File: config.mk
export PLATFORM = sky130hd
export DESIGN_NAME = harvard_ctrl
export DESIGN_NICKNAME = d
export VERILOG_FILES = /design/src/rtl/harvard_pkg.sv /design/src/rtl/harvard_decode.sv /design/src/rtl/harvard_ctrl.sv
export SDC_FILE = /design/constraint.sdc
export NUM_CORES = 1
export LEC_CHECK = 0
export CAP_MARGIN = 10
export CELL_PAD_IN_SITES_DETAIL_PLACEMENT = 0
export CELL_PAD_IN_SITES_GLOBAL_PLACEMENT = 1
export CORE_ASPECT_RATIO = 1.4
export CORE_MARGIN = 5
export CORE_UTILIZATION = 32
export CTS_CLUSTER_SIZE = 25
export DETAILED_ROUTE_END_ITERATION = 10
export PLACE_DENSITY_LB_ADDON = 0.2
export SYNTH_ARGS = -nofsm -noshare
export SYNTH_HDL_FRONTEND = slang
export SYNTH_SLANG_ARGS = --single-unit
File: constraint.sdc
create_clock -name clk -period 2.3 [get_ports clk]
set_input_delay 0.23 -clock clk [delete_from_list [all_inputs] [get_ports clk]]
set_output_delay 0.23 -clock clk [all_outputs]
set_load 0.02 [all_outputs]
File: src/rtl/harvard_pkg.sv
// Shared types and constants for the Harvard sequencer.
// States, opcodes, ALU modes and the control word.
package harvard_pkg;

  typedef enum logic [2:0] {
    S_IDLE,
    S_FETCH,
    S_LATCH,
    S_EXEC,
    S_WB,
    S_HALTED
  } state_t;

  localparam logic [5:0] OPC_LOAD  = 6'b100000;
  localparam logic [5:0] OPC_STORE = 6'b100001;
  localparam logic [5:0] OPC_NOP   = 6'b110000;
  localparam logic [5:0] OPC_PRINT = 6'b110001;
  localparam logic [5:0] OPC_HALT  = 6'b111111;

  localparam logic [1:0] CLS_ALU = 2'b00;
  localparam logic [1:0] CLS_IMM = 2'b01;

  localparam logic [1:0] OP_ADD  = 2'b00;
  localparam logic [1:0] OP_FUNC = 2'b10;

  typedef struct packed {
    logic [1:0] op;
    logic       mread;
    logic       mwrite;
    logic       alusrc;
    logic       rdt;
    logic       mtr;
    logic       rwrite;
    logic       regprint;
  } ctrl_t;

  localparam int CTRL_W = $bits(ctrl_t);

  // Keep the level controls, drop the one-cycle write strobes.
  function automatic ctrl_t level_only(ctrl_t c);
    ctrl_t r;
    r = c;
    r.rwrite   = 1'b0;
    r.mwrite   = 1'b0;
    r.regprint = 1'b0;
    return r;
  endfunction

endpackage

File: src/rtl/harvard_decode.sv
// Opcode decoder for the Harvard sequencer.
// Pure combinational: opcode to control word, legal, is_halt.
module harvard_decode
  import harvard_pkg::*;
(
  input  logic [5:0]        opcode,
  output logic [CTRL_W-1:0] ctrl_word,
  output logic              legal,
  output logic              is_halt
);

  ctrl_t c;

  // Map each opcode class onto its datapath controls.
  always_comb begin
    c       = '0;
    legal   = 1'b1;
    is_halt = 1'b0;
    unique case (1'b1)
      opcode[5:4] == CLS_ALU: begin
        c.rdt    = 1'b1;
        c.op     = OP_FUNC;
        c.rwrite = 1'b1;
      end
      opcode[5:4] == CLS_IMM: begin
        c.alusrc = 1'b1;
        c.op     = OP_ADD;
        c.rwrite = 1'b1;
      end
      opcode == OPC_LOAD: begin
        c.mread  = 1'b1;
        c.mtr    = 1'b1;
        c.rwrite = 1'b1;
      end
      opcode == OPC_STORE: c.mwrite   = 1'b1;
      opcode == OPC_NOP:   c        = '0;
      opcode == OPC_PRINT: c.regprint = 1'b1;
      opcode == OPC_HALT:  is_halt  = 1'b1;
      default:             legal    = 1'b0;
    endcase
  end

  assign ctrl_word = c;

endmodule

File: src/rtl/harvard_ctrl.sv
// Four-cycle fetch/latch/exec/wb sequencer.
// Controls are registered, loaded one cycle ahead.
module harvard_ctrl
  import harvard_pkg::*;
#(
  parameter int              PC_W     = 8,
  parameter logic [PC_W-1:0] START_PC = '0
) (
  input  logic            clk,
  input  logic            rst_n,
  input  logic            start,
  output logic            imem_rd,
  output logic [PC_W-1:0] imem_addr,
  input  logic [31:0]     imem_data,
  output logic [31:0]     instr,
  output logic [1:0]      op,
  output logic            mread,
  output logic            mwrite,
  output logic            alusrc,
  output logic            rdt,
  output logic            mtr,
  output logic            rwrite,
  output logic            regprint,
  output logic [PC_W-1:0] pc,
  output logic            busy,
  output logic            halted,
  output logic            illegal
);

  state_t            state;
  ctrl_t             ctrl_q;
  ctrl_t             dec;
  logic [CTRL_W-1:0] dec_word;
  logic [5:0]        dec_opc;
  logic              dec_legal;
  logic              dec_halt;

  // In LATCH the incoming word is decoded so EXEC controls
  // and the halt decision are ready at the next edge.
  assign dec_opc = (state == S_LATCH) ? imem_data[31:26]
                                      : instr[31:26];

  harvard_decode u_decode (
    .opcode    (dec_opc),
    .ctrl_word (dec_word),
    .legal     (dec_legal),
    .is_halt   (dec_halt)
  );

  assign dec = ctrl_t'(dec_word);

  // Sequencer with registered strobes and status.
  always_ff @(posedge clk) begin
    if (!rst_n) begin
      state   <= S_IDLE;
      pc      <= START_PC;
      instr   <= '0;
      illegal <= 1'b0;
      imem_rd <= 1'b0;
      busy    <= 1'b0;
      halted  <= 1'b0;
      ctrl_q  <= '0;
    end else begin
      imem_rd <= 1'b0;
      ctrl_q  <= '0;
      unique case (state)
        S_IDLE: begin
          if (start) begin
            state   <= S_FETCH;
            imem_rd <= 1'b1;
            busy    <= 1'b1;
          end
        end
        S_FETCH: state <= S_LATCH;
        S_LATCH: begin
          instr <= imem_data;
          pc    <= pc + 1'b1;
          if (!dec_legal)
            illegal <= 1'b1;
          if (!dec_legal || dec_halt) begin
            state  <= S_HALTED;
            busy   <= 1'b0;
            halted <= 1'b1;
          end else begin
            state  <= S_EXEC;
            ctrl_q <= level_only(dec);
          end
        end
        S_EXEC: begin
          state  <= S_WB;
          ctrl_q <= dec;
        end
        S_WB: begin
          state   <= S_FETCH;
          imem_rd <= 1'b1;
        end
        S_HALTED: begin
          if (start) begin
            state   <= S_FETCH;
            pc      <= START_PC;
            illegal <= 1'b0;
            imem_rd <= 1'b1;
            busy    <= 1'b1;
            halted  <= 1'b0;
          end
        end
        default: state <= S_IDLE;
      endcase
    end
  end

  assign imem_addr = pc;
  assign op        = ctrl_q.op;
  assign mread     = ctrl_q.mread;
  assign mwrite    = ctrl_q.mwrite;
  assign alusrc    = ctrl_q.alusrc;
  assign rdt       = ctrl_q.rdt;
  assign mtr       = ctrl_q.mtr;
  assign rwrite    = ctrl_q.rwrite;
  assign regprint  = ctrl_q.regprint;

endmodule

==> out/qor.yml <==
synth:
  synth_ff_type: "dfxtp_1"
  syn_inst: 256
  synth.most_common_cell: "nand2_1"
  synth-edff-count: 0
  synthTopCellsByArea: "dfxtp_1 (48%), nand2_1 (11%), a21boi_0 (10%), buf_4 (4.4%), nor2_1 (2.4%)"
  ys_types: 39
  synth_area_leader_cell: "dfxtp_1"
  avgSynthCellArea_sq_um: 8.61
  syn_nets: 292
  synth-seq-area-share_pct: 48.2
  syn_area_sq_um: 2200
  synth_top_area_share_pct: 48.2
  yosys-top-cells-count: "nand2_1 (64), dfxtp_1 (53), a21boi_0 (30)"
  yosys_warnings: 0
  ys_async_sr_fraction_pct: 0
  ys_ff_latch: 53
floorplanning:
  dieArea_sq_um: 8670
  die_w_um: 80.1
  num_rows: 35
  core_area_sq_um: 6660
  fp.dieH_um: 108
  ios: 96
  initial_core_util_pct: 33.1
timing:
  fmax_ghz: 0.522
  period_share_pct: 83.3
  clock_skew_ns: 0.00527
  setup_tns_ns: 0
  rsz0062_at_grt: "false"
  period_minus_slack_ns: 1.91
  hold_viol: 0
  drv_slew: 0
  finalSetupViolCount: 0
clocking:
  cts_hold_buf: 0
  clock_latency_ns: 0.29
  numClockSinks: 53
  postCtsSetupRepairBufs: 0
  cts_buffer_depth: 2
  cts_tree: "done"
  path_clk_slew_ns: 0.09
  cts_max_level: 2
  ctsResizeCount: 0
  cts_root_buf: "clkbuf_8"
  cts_buffers: 5
pwr:
  p_int_mw: 1.34
  power.density_nw_per_um2: 554
  power_switching_mw: 0.466
  combPwrFrac_pct: 17.8
  p_sw_share_pct: 25.8
  p_leak_nw: 1.13
  p_clk_share_pct: 27.8
  p_seq_share_pct: 54.4
  ir_drop_v: 0.000317
critical_path:
  crit_fanout: 22
  crit_chain: "nor3b_2, buf_12, mux2_2, nand4_1, nor2_1"
  path_class: "flop to flop"
  start_kind: "flop"
  cpPeakStageDelay_ns: 0.52
  crit_slowest_cell: "dfxtp_1"
  cp.required_ns: 2.48
  setup.worst_path.end_class: "flop"
  arrival_ns: 2.09
route:
  firstDrtPassIters: 4
  antenna_left: 0
  drt_iter0_drc: 63
  vias: 1944
  vias_per_cell: 4.52
  wl_um: 5940
  drc: 0
  avgRoutedWirePerCell_um: 13.8
grt:
  grt-ovfl-total: 0
  antenna_found_initial: 0
  grt_pass1_vias: 1946
  grt_pass1_wl_um: 9490
  grt_usage_pct: 13.9
  grt_max_degree: 28
hold_path:
  hp-class: "flop to flop"
place:
  placed_area_sq_um: 3170
  gp_congestion: 0.760
  portBuffers: 94
  post-dp-hpwl_um: 4520
final_layout:
  area_growth_syn_to_layout_pct: 47.6
  num-fill-cells: 679
  nets: 373
  drive_gt1_share_pct: 4.73
  design_area_sq_um: 3250
  antennaDiodeCount: 0
outcome:
  status: "complete, no violations"
run:
  cap_viol_max_count: 0
[cells by family after synthesis]
logic type | Yosys count | share of synthesized area, %
buffers and inverters | 27 | 6.93
flip-flops | 53 | 48.2
adder cells (fa/ha/maj) | 1 | 0.568
other | 1 | 0.170
AND/OR/NAND/NOR | 114 | 23.7
XOR/XNOR | 4 | 1.59
multiplexers | 6 | 3.01
AO/OA/AOI/OAI | 50 | 15.9
[worst paths after layout]
kind | startpoint | to | slack [ns] | cells past startpoint
max reg2reg | state[1]$_SDFFE_PN0N_ | regprint$_SDFF_PN0_ | 0.39 | 5
min reg2reg | instr[21]$_SDFFE_PN0P_ | instr[21]$_SDFFE_PN0P_ | 0.46 | 2
max | state[1]$_SDFFE_PN0N_ | regprint$_SDFF_PN0_ | 0.39 | 5
min | instr[21]$_SDFFE_PN0P_ | instr[21]$_SDFFE_PN0P_ | 0.46 | 2
[layer usage]
metal	wire length [um]	vias up	global-route usage, %	share of wire [%]
met4	31	0	3.99	0.52
met1	2300	892	14.8	39
met2	3230	52	25.9	54
li1	-	998	-	-
met3	376	2	4.00	6.3
met5	0	-	0	0
[state kept, by name, indices dropped and copies added (netlist names)]
| signal | cells |
|---|---|
| imem_addr | 8 |
| busy | 1 |
| rwrite | 1 |
| illegal | 1 |
| imem_rd | 1 |
| mread | 1 |
| state | 3 |
| regprint | 1 |
| op | 1 |
| halted | 1 |
| instr | 32 |
| mwrite | 1 |
| alusrc | 1 |
[critical path: cells and delay by family, from the launching register on]
kind	cells	cell delay, ns
flops	1	0.52
buf+inv	1	0.23
simple gates	3	0.66
mux	1	0.38
[per-stage QoR]
step	total power, mW	hold WS, ns	setup WS [ns]	utilization [%]	cells
4_1_cts	1.84	0.468	0.361	48.9	430
5_1_grt	1.91	0.487	0.227	48.9	430
6_report	1.80	0.463	0.385	48.9	430
2_1_floorplan	1.16	0.375	0.859	-	256
3_3_place_gp	1.33	0.448	0.414	47.7	422
3_5_place_dp	1.33	0.455	0.411	47.7	422
[power by group through the flow]
stage / Combinational (mW) / Clock, mW / Sequential [mW]
final: 0.321 / 0.501 / 0.981
after global routing: 0.348 / 0.570 / 0.988
after CTS: 0.327 / 0.530 / 0.982
after detailed placement: 0.325 / 0 / 1.00
after global placement: 0.324 / 0 / 1.00
after floorplan: 0.126 / 0 / 1.03
[layout make-up]
type                       count  area [sq um]  area share [%]
sequential                    53          1060            32.6
timing repair buffer         100           998            30.7
multi-input combinational    176           995            30.6
tap                           92           115            3.54
clock buffer                   8          80.1            2.46
inverter                       1          3.75           0.115
[cell usage in the layout, fill, tap and decap left out, types with 3 or more instances in the layout]
| cell type | instances |
|---|---|
| buf_4 | 5 |
| clkbuf_1 | 3 |
| clkbuf_8 | 5 |
| nor3_1 | 5 |
| mux2i_1 | 4 |
| dfxtp_1 | 53 |
| nand2_1 | 64 |
| a21oi_1 | 7 |
| nand3_1 | 5 |
| clkdlybuf4s50_1 | 94 |
| nor2b_1 | 7 |
| nor2_1 | 14 |
| a21boi_0 | 30 |
| o21ai_0 | 6 |
| nand4_1 | 3 |
No activity file was read; power rests on OpenSTA's default activity.
